### src/rtl/money_display_scan.sv
// money_display_scan
//
// Converts a 5-bit credit value (0..31) to two BCD digits with a sequential
// double-dabble converter. The digits are shown on a 6-digit multiplexed
// 7-segment display that is scanned right to left.
//
// Ports
//   CLK       in   single clock, rising edge
//   RSTB      in   asynchronous active-low reset
//   MONEY_IN  in   [4:0] credit value, registered before any use
//   DISP_EN   in   1 = display on, 0 = blanked (scan keeps running)
//   DIGIT     out  [5:0] active-low one-hot digit select, bit 0 = rightmost
//   SEG       out  [6:0] active-high segments {A,B,C,D,E,F,G}
//   SEG_DP    out  decimal point, always 0
//   BUSY      out  high while the converter is in CONV or LOAD

module money_display_scan #(
    parameter int unsigned SCAN_DIV = 50000
) (
    input  logic       CLK,
    input  logic       RSTB,
    input  logic [4:0] MONEY_IN,
    input  logic       DISP_EN,
    output logic [5:0] DIGIT,
    output logic [6:0] SEG,
    output logic       SEG_DP,
    output logic       BUSY
);

    localparam int unsigned PRESC_W = (SCAN_DIV > 1) ? $clog2(SCAN_DIV) : 1;
    localparam logic [PRESC_W-1:0] PRESC_MAX = PRESC_W'(SCAN_DIV - 1);

    typedef enum logic [1:0] {
        StIdle = 2'd0,
        StConv = 2'd1,
        StLoad = 2'd2
    } state_t;

    // Converter state
    state_t      r_state;
    state_t      w_state_next;
    logic [4:0]  r_in_q;
    logic [4:0]  r_last_val;
    logic [4:0]  w_last_val_next;
    logic [4:0]  r_conv_val;
    logic [4:0]  w_conv_val_next;
    // {tens[3:0], ones[3:0], binary[4:0]}
    logic [12:0] r_shift;
    logic [12:0] w_shift_next;
    logic [12:0] w_adj;
    logic [2:0]  r_iter;
    logic [2:0]  w_iter_next;
    logic [3:0]  r_tens;
    logic [3:0]  w_tens_next;
    logic [3:0]  r_ones;
    logic [3:0]  w_ones_next;

    // Scan state
    logic [PRESC_W-1:0] r_presc;
    logic [PRESC_W-1:0] w_presc_next;
    logic               w_presc_wrap;
    logic [2:0]         r_idx;
    logic [2:0]         w_idx_next;
    logic [5:0]         r_digit;
    logic [5:0]         w_digit_next;
    logic [6:0]         r_seg;
    logic [6:0]         w_seg_next;

    function automatic logic [6:0] seg7(input logic [3:0] val);
        logic [6:0] code;
        unique case (val)
            4'd0:    code = 7'b1111110;
            4'd1:    code = 7'b0110000;
            4'd2:    code = 7'b1101101;
            4'd3:    code = 7'b1111001;
            4'd4:    code = 7'b0110011;
            4'd5:    code = 7'b1011011;
            4'd6:    code = 7'b1011111;
            4'd7:    code = 7'b1110010;
            4'd8:    code = 7'b1111111;
            4'd9:    code = 7'b1111011;
            default: code = 7'b0000000;
        endcase
        return code;
    endfunction

    // One double-dabble step: adjust BCD nibbles >= 5, shift happens in the FSM.
    always_comb begin
        w_adj = r_shift;
        if (r_shift[12:9] >= 4'd5) w_adj[12:9] = r_shift[12:9] + 4'd3;
        if (r_shift[8:5]  >= 4'd5) w_adj[8:5]  = r_shift[8:5]  + 4'd3;
    end

    // Converter next-state logic
    always_comb begin
        w_state_next    = r_state;
        w_shift_next    = r_shift;
        w_iter_next     = r_iter;
        w_conv_val_next = r_conv_val;
        w_last_val_next = r_last_val;
        w_tens_next     = r_tens;
        w_ones_next     = r_ones;
        unique case (r_state)
            StIdle: begin
                if (r_in_q != r_last_val) begin
                    w_state_next    = StConv;
                    w_shift_next    = {8'd0, r_in_q};
                    w_iter_next     = 3'd0;
                    // Snapshot so later input changes cannot disturb this run.
                    w_conv_val_next = r_in_q;
                end
            end
            StConv: begin
                w_shift_next = {w_adj[11:0], 1'b0};
                w_iter_next  = r_iter + 3'd1;
                if (r_iter == 3'd4) w_state_next = StLoad;
            end
            StLoad: begin
                // Both digits move together so the display never mixes values.
                w_tens_next     = r_shift[12:9];
                w_ones_next     = r_shift[8:5];
                w_last_val_next = r_conv_val;
                w_state_next    = StIdle;
            end
            default: w_state_next = StIdle;
        endcase
    end

    // Scan next-state and registered display outputs
    always_comb begin
        w_presc_wrap = (r_presc == PRESC_MAX);
        w_presc_next = w_presc_wrap ? '0 : r_presc + 1'b1;
        w_idx_next   = r_idx;
        if (w_presc_wrap) w_idx_next = (r_idx == 3'd5) ? 3'd0 : r_idx + 3'd1;

        w_digit_next = 6'b111111;
        w_seg_next   = 7'b0000000;
        if (DISP_EN) begin
            w_digit_next = ~(6'b000001 << r_idx);
            unique case (r_idx)
                3'd0:    w_seg_next = seg7(r_ones);
                3'd1:    w_seg_next = (r_tens == 4'd0) ? 7'b0000000 : seg7(r_tens);
                default: w_seg_next = 7'b0000000;
            endcase
        end
    end

    always_ff @(posedge CLK or negedge RSTB) begin
        if (!RSTB) begin
            r_state <= StIdle;
        end else begin
            r_state <= w_state_next;
        end
    end

    always_ff @(posedge CLK or negedge RSTB) begin
        if (!RSTB) begin
            r_in_q     <= 5'd0;
            r_last_val <= 5'd0;
            r_conv_val <= 5'd0;
            r_shift    <= 13'd0;
            r_iter     <= 3'd0;
            r_tens     <= 4'd0;
            r_ones     <= 4'd0;
            r_presc    <= '0;
            r_idx      <= 3'd0;
            r_digit    <= 6'b111111;
            r_seg      <= 7'b0000000;
        end else begin
            r_in_q     <= MONEY_IN;
            r_last_val <= w_last_val_next;
            r_conv_val <= w_conv_val_next;
            r_shift    <= w_shift_next;
            r_iter     <= w_iter_next;
            r_tens     <= w_tens_next;
            r_ones     <= w_ones_next;
            r_presc    <= w_presc_next;
            r_idx      <= w_idx_next;
            r_digit    <= w_digit_next;
            r_seg      <= w_seg_next;
        end
    end

    assign DIGIT  = r_digit;
    assign SEG    = r_seg;
    assign SEG_DP = 1'b0;
    assign BUSY   = (r_state == StConv) || (r_state == StLoad);

endmodule

### config.mk
export PLATFORM = sky130hd
export DESIGN_NAME = money_display_scan
export DESIGN_NICKNAME = d
export VERILOG_FILES = /design/src/rtl/money_display_scan.sv
export SDC_FILE = /design/constraint.sdc
export NUM_CORES = 1
export LEC_CHECK = 0
export CAP_MARGIN = 20
export CELL_PAD_IN_SITES_DETAIL_PLACEMENT = 1
export CELL_PAD_IN_SITES_GLOBAL_PLACEMENT = 2
export CORE_ASPECT_RATIO = 1.5
export CORE_UTILIZATION = 42
export DETAILED_ROUTE_END_ITERATION = 10
export DONT_BUFFER_PORTS = 1
export HOLD_SLACK_MARGIN = 0.08
export PLACE_DENSITY = 0.87
export SYNTH_ARGS = -nofsm -noshare
export SYNTH_HDL_FRONTEND = slang
export SYNTH_SLANG_ARGS = --single-unit
### constraint.sdc
create_clock -name CLK -period 1.9 [get_ports CLK]
set_input_delay 0.285 -clock CLK [delete_from_list [all_inputs] [get_ports CLK]]
set_output_delay 0.285 -clock CLK [all_outputs]
set_load 0.005 [all_outputs]
==> impl_results.md, run 1 <==
- Clock buffer count from CTS: 9
- Via-to-Cell Ratio: 5.36
- Fraction of the yosys area taken by sequential cells: 0.507
- Top_reg_cell synth: sky130_fd_sc_hd__dfrtp_1
- Period utilization: 0.894
- Initial DRC count: 82
- Final max-slew violation count: 0
- Syn-to-layout area delta: 16.4%
- Most common library cells after synthesis: 67 x sky130_fd_sc_hd__dfrtp_1, 23 x sky130_fd_sc_hd__nand2_1, 21 x sky130_fd_sc_hd__o21ai_0, 19 x sky130_fd_sc_hd__ha_1, 18 x sky130_fd_sc_hd__inv_1
- Fillers: 890
- Achievable clock frequency: slightly below 600 MHz
- Unrepaired setup endpoints after global routing: no
- Antenna violations before repair: 0
- Number of H-tree levels: 3
- Global-route congestion overflow total: 0
- Final critical path time including I/O delays and setup: between 1.5 and 2 ns
- Wire length of the first global-routing pass: 12800 um
- Most common cell in the netlist: sky130_fd_sc_hd__dfrtp_1
- Top layer reached by signal wires: met4
- Area fraction of the dominant cell type after synthesis: 0.463
- Number of hold-slack violations in the final timing report: 73
- Netlist area before placement: around 3600 um^2
- Share of flip-flops with an asynchronous set or reset: 1.00
- Number of library cell types mapped by synthesis: 50
- Die extent in y: approximately 120 um
- Met1 routed wirelength after detailed routing: between 2000 and 3000 um
- CP startpoint kind: flop
- Number of buffers added on ports: 0
- Hpwl dp: approximately 5200 um
- Std-Cell Core Area: between 8000 and 9000 um^2
- Vias in the first global route: 2673
- Power density over the cells: 1490 nW/um^2
- Fraction of final layout cells with drive strength greater than 1: 0.164
- Largest stage delay, worst path: a little over 0.4 ns
- Clock tree from TritonCTS: done
- Overall fraction of global-route tracks in use: 0.190
- R2R Path Start: r_in_q[3]
- Endpoint kind of the worst setup timing path: flop
- Reg2reg end: r_iter[2]
- Width of the chip: ~78 um
- Depth of the most critical reg-to-reg path: 4
- Row cnt: 41
- CP Cell Sequence: xnor2_1 > nand3_2 > or2_0 > a221o_1
- Final setup violation count: 0
- Warning count from the yosys run: 0
- Clk sink count: between 70 and 80
- Pin count of the biggest net entering global routing: 74
- Class of the tightest hold or removal check: primary input to async pin
- Count of flip-flops with a built-in enable after synthesis: 0
- Instance count of the mapped netlist: 331
- Detailed-route wire length per cell: 16.1 um
- Number of maximum-capacitance violations: 0
- Highest-delay cell along the critical path: sky130_fd_sc_hd__dfrtp_1
- Net count after synthesis: 358
- Detailed-router iteration count before antenna repair: 4
- Final net count: between 300 and 400
- Post-layout power: roughly 6.3 mW
- Gates resized, CTS repair: 0
- Cell Count Post-Placement: 439
- Post CTS Setup Buffer Count: 0
- Met2 routed wirelength: approximately 4000 um
- Violations in the final reports: hold timing
- Clock latency on the worst-skew pair: about 0.34 ns
- Worst Clk Skew: 0.00751 ns
- Leading cell types by total area after synthesis: sky130_fd_sc_hd__dfrtp_1 46%, sky130_fd_sc_hd__ha_1 6.6%, sky130_fd_sc_hd__dfstp_2 4.4%, sky130_fd_sc_hd__mux2_2 4.4%, sky130_fd_sc_hd__xnor2_1 3.4%
- CP max FO: 7
- Remaining routing DRC violations: 0
- Remaining antenna violation count: 0
- Starting density of the core: 0.433
- Number of vias in the routed layout: 2473
- Count of pins on the block boundary: 23
- Clock tree buffer depth: 2
- Crit Path Category: flop to flop
- CTS Hold Buffers Added: 6
- Static Leak: around 1.9 nW
- Reg2Reg Setup Slack: about 0.20 ns
- Critical path startpoint: r_in_q[3]
- Clock root buffer: sky130_fd_sc_hd__clkbuf_16
- Routed length on met3: 182 um
- Run status: finished, violations left
- Area of the die: ~9000 um^2
- Clock-pin transition on the worst setup and hold timing paths: roughly 0.060 ns
- Max IR drop VDD: 0.913 mV
- Buffers and inverters on the worst path: 0
- Aggregate negative setup slack: 0 ns
- Weighted congestion reported at the end of routability-driven placement: 0.749
- Register bit total from synthesis: 73
- Critical path data required time: between 2 and 2.5 ns
- Worst hold slack: -0.363 ns
- CP top delay family: simple AND/OR/NAND/NOR gates
- Final Instance Count excl. Fillers: approximately 460
- Placed cell area: approximately 3800 um^2
- Data arrival time of the critical path: about 1.9 ns
- Syn Area/Cell: around 11 um^2
- Inserted Diodes: 0
- Post-route standard cell area excluding fillers: 4210 um^2
- Final wirelength: between 7000 and 8000 um
- Leading area contributor after synthesis: sky130_fd_sc_hd__dfrtp_1
-- power by group --
part / total, mW / internal (mW) / switching, mW
clock network: 1.96 / 1.29 / 0.671
logic: 2.02 / 1.02 / 1.00
registers: 2.30 / 1.95 / 0.348
-- area by class of cell --
type / count / area, um^2 / share of cell area
timing repair buffer: 22 / 180 / 0.0428
tap: 107 / 134 / 0.0318
sequential: 73 / 1830 / 0.435
inverter: 18 / 67.6 / 0.0160
clock buffer: 10 / 229 / 0.0544
multi-input combinational: 225 / 1650 / 0.392
clock inverter: 6 / 115 / 0.0273
-- logic make-up (layout without fill, tap and decap cells) --
| family | after synthesis | count (layout) | synth area share |
|---|---|---|---|
| buffers and inverters | 33 | 56 | 0.0366 |
| AOI/OAI and AO/OA | 68 | 68 | 0.131 |
| muxes | 18 | 18 | 0.0546 |
| other | 1 | 1 | 0.00104 |
| and+or+nand+nor | 97 | 97 | 0.151 |
| xor gates and xnor gates | 22 | 22 | 0.0532 |
| DFF | 73 | 73 | 0.507 |
| adders and majority gates | 19 | 19 | 0.0657 |
-- state kept, by name, indices dropped and copies added (netlist names), 3 cells and up --
name,count
r_conv_val,5
r_ones,4
DIGIT,6
r_in_q,5
r_iter,3
r_presc,16
r_idx,3
SEG,7
r_tens,4
r_shift,13
r_last_val,5
-- worst max path at each step --
stage	end	slack, ns	cells past startpoint
6_report	r_iter[2]	0.20	4
5_1_grt	r_iter[2]	0.05	4
4_1_cts	r_shift[12]	0.16	4
3_5_place_dp	r_iter[2]	0.24	5
3_3_place_gp	r_state[0]	0.26	6
2_1_floorplan	r_iter[2]	0.30	7
-- metal layers --
layer	vias up	track usage
met1	1232	0.202
met4	0	0.108
met5	-	0
li1	1190	-
met3	12	0.0394
met2	39	0.349
-- metrics by stage --
| stage | hold slack [ns] | worst slack [ns] | util |
|---|---|---|---|
| detailed placement | -0.00896 | 0.236 | 0.455 |
| global route | -0.377 | 0.0484 | 0.504 |
| CTS | -0.374 | 0.164 | 0.504 |
| floorplan | -0.0106 | 0.296 | - |
| finish | -0.363 | 0.202 | 0.504 |
| global placement | -0.00893 | 0.262 | 0.455 |
-- cells in the final DEF, fill, tap and decap left out, drive strengths merged, types with 5 or more instances in the layout --
cell and n:
a21boi 7, a21oi 8, a2bb2oi 5, and3 5
buf 16, clkbuf 10, dfrtp 67, dfstp 6
dlygate4sd3 6, ha 19, inv 19, mux2 14
nand2 23, nand2b 6, nand3 12, nor2 14
nor2b 5, nor3b 7, o21ai 22, xnor2 14
xor2 8
Power figures use the tool's default switching activity.
==> run 2, diff against run 1 <==
--- a/config.mk
+++ b/config.mk
@@ -6,7 +6,7 @@
 export NUM_CORES = 1
 export LEC_CHECK = 0
 export CAP_MARGIN = 20
-export CELL_PAD_IN_SITES_DETAIL_PLACEMENT = 1
+export CELL_PAD_IN_SITES_DETAIL_PLACEMENT = 2
 export CELL_PAD_IN_SITES_GLOBAL_PLACEMENT = 2
 export CORE_ASPECT_RATIO = 1.5
 export CORE_UTILIZATION = 42
==> run 2 against run 1 <==
The flow still finishes with violations (hold timing); first-iteration DRC count shrank 17%; worst hold slack lost 0.0038 ns; combinational power grew 6%; non-clock buffer count is the same; count of clock-buffer cells in the layout is the same; sequential power is essentially flat; global-route usage grew 3.1 points; core utilization shrank 0.18 points.
==> impl_results.md, run 2 (synthesis gave the netlist of run 1 again) <==
- Run status: finished, violations left
- Violations in the final reports: hold timing
- Clock root buffer: sky130_fd_sc_hd__clkbuf_16
- CP startpoint kind: flop
- Pin count of the biggest net entering global routing: 74
- Worst hold slack: -0.367 ns
- Starting density of the core: 0.433
- Data arrival time of the critical path: about 1.9 ns
- Aggregate negative setup slack: 0 ns
- Highest-count cells in the layout ignoring fill and taps: 67 x sky130_fd_sc_hd__dfrtp_1, 23 x sky130_fd_sc_hd__nand2_1, 21 x sky130_fd_sc_hd__o21ai_0
- Period utilization: 0.904
- Syn-to-layout area delta: 16.0%
- CP Cell Sequence: inv_1 > ha_1 > nand3_2 > buf_4 > o21ai_0 > buf_4 > a221o_1
- Post CTS Setup Buffer Count: 0
- Number of vias in the routed layout: 2577
- Remaining routing DRC violations: 0
- Global-route congestion overflow total: 0
- Via-to-Cell Ratio: approximately 5.6
- Area of the die: around 9000 um^2
- Placed cell area: 3810 um^2
- Number of buffers added on ports: 0
- Clock-pin transition on the worst setup and hold timing paths: 0.06 ns
- Width of the chip: about 80 um
- Endpoint kind of the worst setup timing path: flop
- Critical path startpoint: r_state[0]
- CTS Hold Buffers Added: 6
- Clk sink count: 73
- Vias in the first global route: about 2900
- Detailed-router iteration count before antenna repair: 4
- Count of pins on the block boundary: 23
- Final wirelength: 8950 um
- Std-Cell Core Area: approximately 8400 um^2
- Final net count: about 380
- Number of H-tree levels: 3
- Number of maximum-capacitance violations: 0
- Wire length of the first global-routing pass: 14800 um
- Initial DRC count: 68
- Overall fraction of global-route tracks in use: 0.222
- Most numerous cell on the critical path: sky130_fd_sc_hd__buf_4
- Highest-delay cell along the critical path: sky130_fd_sc_hd__a221o_1
- Fillers: ~840
- Clock latency on the worst-skew pair: 0.34 ns
- Worst Clk Skew: 0.00691 ns
- Critical path data required time: 2.12 ns
- Clock buffer count from CTS: 9
- Final max-slew violation count: 0
- Post-route standard cell area excluding fillers: approximately 4200 um^2
- Unrepaired setup endpoints after global routing: no
- Achievable clock frequency: around 580 MHz
- Row cnt: 41
- Hpwl dp: about 6100 um
- Core Util, Final: 0.502
- Fraction of final layout cells with drive strength greater than 1: 0.167
- Clock tree from TritonCTS: done
- Die extent in y: around 120 um
- Power density over the cells: ~1500 nW/um^2
- Remaining antenna violation count: 0
- Final critical path time including I/O delays and setup: between 1.5 and 2 ns
- Max IR drop VDD: around 0.76 mV
- Largest stage delay, worst path: about 0.36 ns
- Final setup violation count: 0
- Antenna violations before repair: 0
- Final Instance Count excl. Fillers: roughly 460
- Top register by number of flip-flops: r_presc
- Class of the tightest hold or removal check: primary input to async pin
- Detailed-route wire length per cell: 19.4 um
- CP max FO: 11
- Crit Path Category: flop to flop
- Static Leak: 1.87 nW
- Cell Count Post-Placement: roughly 440
- R2R Path Start: r_state[0]
- Number of hold-slack violations in the final timing report: 73
- Most common cell after layout, fill and taps aside: sky130_fd_sc_hd__dfrtp_1
- Flip-flop count of the largest register, all copies and words added: 16
- Clock tree buffer depth: 2
- Inserted Diodes: 0
- Weighted congestion reported at the end of routability-driven placement: between 0.7 and 0.8
[run 2: changes by cell type in the layout (fill, tap and decap cells not counted), sizes merged]
| cell | previous run | this run |
|---|---|---|
| bufinv | 3 | 2 |
| clkinv | 1 | 2 |
[run 2: worst max-delay path: cells and delay by family, from the launching register on]
kind	cells	cell delay (ns)
AOI/OAI and AO/OA	2	0.47
buffers and inverters	3	0.42
and+or+nand+nor	1	0.09
adders and majority gates	1	0.26
DFF	1	0.35
[run 2: repair_timing]
item / 4_1_cts / 5_1_grt
resized for setup: 0 / 0
endpoints found under the hold margin: 81 / 73
endpoints found under the setup margin: 0 / 0
[run 2: layout make-up]
class,count,area (um^2),area share
Multi-Input combinational cell,225,1650,0.394
Tap cell,107,134,0.0319
Clock inverter,6,90.1,0.0215
Inverter,18,67.6,0.0161
Timing Repair Buffer,22,180,0.0429
Clock buffer,10,239,0.0569
Sequential cell,73,1830,0.437
[run 2: report_power, final]
part | internal, mW | total [mW] | switching [mW]
clock network | 1.19 | 1.87 | 0.679
logic | 1.03 | 2.14 | 1.11
registers | 1.95 | 2.32 | 0.377
[run 2: path summary, 6_finish.rpt]
kind                          endpoint  slack [ns]  cells after the start
max                        r_shift[12]        0.18                      7
max in group asynchronous     DIGIT[2]        2.08                      0
min                             SEG[5]       -0.37                      0
min in group CLK                SEG[4]        0.10                      1
max reg2reg                r_shift[12]        0.18                      7
min reg2reg                 r_presc[7]        0.50                      1
[run 2: per-stage QoR]
step	setup slack (ns)	total power [mW]
finish	0.183	6.33
global route	0.0226	6.70
CTS	0.148	6.41
detailed placement	0.173	4.46
global placement	0.262	4.24
floorplan	0.296	3.70
[run 2: per-layer routing]
layer  share of wire  vias up  track usage
met2            0.57       43        0.422
met4           0.030        0        0.122
met3           0.020       21       0.0339
met1            0.38     1320        0.231
met5               0        -            0
li1                -     1193            -
==> run 3, diff against run 2 <==
--- a/config.mk
+++ b/config.mk
@@ -8,7 +8,6 @@
 export CAP_MARGIN = 20
 export CELL_PAD_IN_SITES_DETAIL_PLACEMENT = 2
 export CELL_PAD_IN_SITES_GLOBAL_PLACEMENT = 2
-export CORE_ASPECT_RATIO = 1.5
 export CORE_UTILIZATION = 42
 export DETAILED_ROUTE_END_ITERATION = 10
 export DONT_BUFFER_PORTS = 1
==> run 3 against run 2 <==
The run still ends with hold timing left; fmax fell by 5.4%; sequential share of layout area grew 1.7 points; first-iteration DRC count rose by 35%; register-to-register slack lost 0.099 ns; total power shrank 9.8%; final cell count shrank 1.1%; via count up 0.39%; sequential power hardly changed; largest cell class unchanged; clock skew grew 0.0040 ns; die area hardly changed; wire length up 5.9%.
==> impl_results.md, run 3 (synthesis gave the netlist of run 1 again) <==
- Pin count of the biggest net entering global routing: 74
- Row cnt: 33
- Std-Cell Core Area: between 8000 and 9000 um^2
- Static Leak: roughly 1.8 nW
- Clock tree buffer depth: 2
- Aggregate negative setup slack: 0 ns
- Die extent in y: ~95 um
- Critical path startpoint: r_state[1]
- Post CTS Setup Buffer Count: 0
- Worst Clk Skew: 0.0110 ns
- Run status: finished, violations left
- Violations in the final reports: hold timing
- Endpoint kind of the worst setup timing path: flop
- Final critical path time including I/O delays and setup: ~1.8 ns
- Rel. slew slack: 0.595
- Most common cell after layout, fill and taps aside: sky130_fd_sc_hd__dfrtp_1
- Count of pins on the block boundary: 23
- Fraction of final layout cells with drive strength greater than 1: 0.160
- Max IR drop VDD: about 0.77 mV
- Clock tree from TritonCTS: done
- CP startpoint kind: flop
- R2R Path Start: r_state[1]
- Top register by number of flip-flops: r_presc
- Hpwl dp: 6250 um
- Width of the chip: ~95 um
- Initial DRC count: approximately 90
- Crit Path Category: flop to flop
- Number of hold-slack violations in the final timing report: 73
- Transition time at the pin with the least slew margin: between 0.6 and 0.7 ns
- Achievable clock frequency: between 500 and 600 MHz
- CP Cell Sequence: inv_1 > ha_1 > nand3_2 > or2_0 > a221o_1
- Wire length of the first global-routing pass: approximately 16000 um
- Clock buffer count from CTS: 9
- Placed cell area: about 3800 um^2
- Remaining routing DRC violations: 0
- Global-route congestion overflow total: 0
- Clock latency on the worst-skew pair: between 0.3 and 0.4 ns
- Worst hold slack: -0.386 ns
- Area of the die: about 9000 um^2
- Antenna violations before repair: 0
- Number of maximum-capacitance violations: 0
- Number of buffers added on ports: 0
- Final max-slew violation count: 0
- Via-to-Cell Ratio: between 5 and 6
- Detailed-router iteration count before antenna repair: 4
- Overall fraction of global-route tracks in use: 0.234
- Clock-pin transition on the worst setup and hold timing paths: 0.08 ns
- Highest-count cells in the layout ignoring fill and taps: 67 x sky130_fd_sc_hd__dfrtp_1, 23 x sky130_fd_sc_hd__nand2_1, 21 x sky130_fd_sc_hd__o21ai_0
- Period utilization: 0.956
- CTS Hold Buffers Added: 6
- Class of the tightest hold or removal check: primary input to async pin
- Largest stage delay, worst path: a little under 0.4 ns
- Highest-delay cell along the critical path: sky130_fd_sc_hd__dfrtp_1
- CP max FO: 7
- Post-route standard cell area excluding fillers: 4040 um^2
- Cell Count Post-Placement: about 430
- Final wirelength: roughly 9500 um
- Data arrival time of the critical path: about 2 ns
- Unrepaired setup endpoints after global routing: no
- Vias in the first global route: 3014
- Flip-flop count of the largest register, all copies and words added: 16
- Critical path data required time: 2.14 ns
- Number of H-tree levels: 3
- Fillers: ~830
- Starting density of the core: 0.438
- Final Instance Count excl. Fillers: 456
- Number of vias in the routed layout: around 2600
- Final net count: between 300 and 400
- Final setup violation count: 0
- Inserted Diodes: 0
- Remaining antenna violation count: 0
- Detailed-route wire length per cell: ~21 um
- Power density over the cells: between 1000 and 1500 nW/um^2
- Syn-to-layout area delta: 11.5%
- Core Util, Final: 0.489
- Weighted congestion reported at the end of routability-driven placement: roughly 0.74
- Clock root buffer: sky130_fd_sc_hd__clkbuf_8
- Clk sink count: 73
run 3: worst max-delay path: cells and delay by family, from the launching register on:
kind            cells  cell delay (ns)
flops               1             0.39
buf+inv             1             0.11
compound gates      1             0.39
fa+ha+maj           1             0.25
simple gates        2             0.54
run 3: cell type report:
type | instances | area (um^2) | share of cell area
clock buffer | 9 | 124 | 0.0307
sequential | 73 | 1830 | 0.454
timing repair buffer | 19 | 158 | 0.0390
multi-input combinational | 225 | 1650 | 0.409
tap | 105 | 131 | 0.0325
clock inverter | 7 | 70.1 | 0.0174
inverter | 18 | 67.6 | 0.0167
run 3: final timing paths:
| check | end | slack [ns] | cells after the start |
|---|---|---|---|
| worst max register to register | r_shift[12] | 0.08 | 5 |
| worst max-delay path | r_shift[12] | 0.08 | 5 |
| min in group CLK | SEG[6] | 0.09 | 1 |
| worst min-delay path | r_iter[0] | -0.39 | 0 |
| max in group asynchronous | DIGIT[2] | 2.07 | 0 |
| worst min register to register | r_presc[0] | 0.49 | 1 |
run 3: through the flow:
step	power, mW	setup slack [ns]
after floorplan	3.70	0.296
after global placement	4.19	0.242
after detailed placement	4.42	0.102
after CTS	5.76	0.0732
after global routing	6.06	0.000740
final	5.71	0.0844
run 3: what timing repair did:
item | 4_1_cts | 5_1_grt
setup endpoints to repair | 0 | 2
gates resized for setup | 0 | 2
hold endpoints to repair | 85 | 73
run 3: routing by layer:
metal / global-route usage / vias up / part of all wire
met1: 0.279 / 1345 / 0.43
met5: 0 / - / 0
met4: 0.0985 / 0 / 0.021
met3: 0.0362 / 18 / 0.019
met2: 0.415 / 35 / 0.53
li1: - / 1189 / -
run 3: power breakdown:
group	internal, mW	switching (mW)
registers	1.94	0.384
clock network	0.606	0.640
logic	1.01	1.13
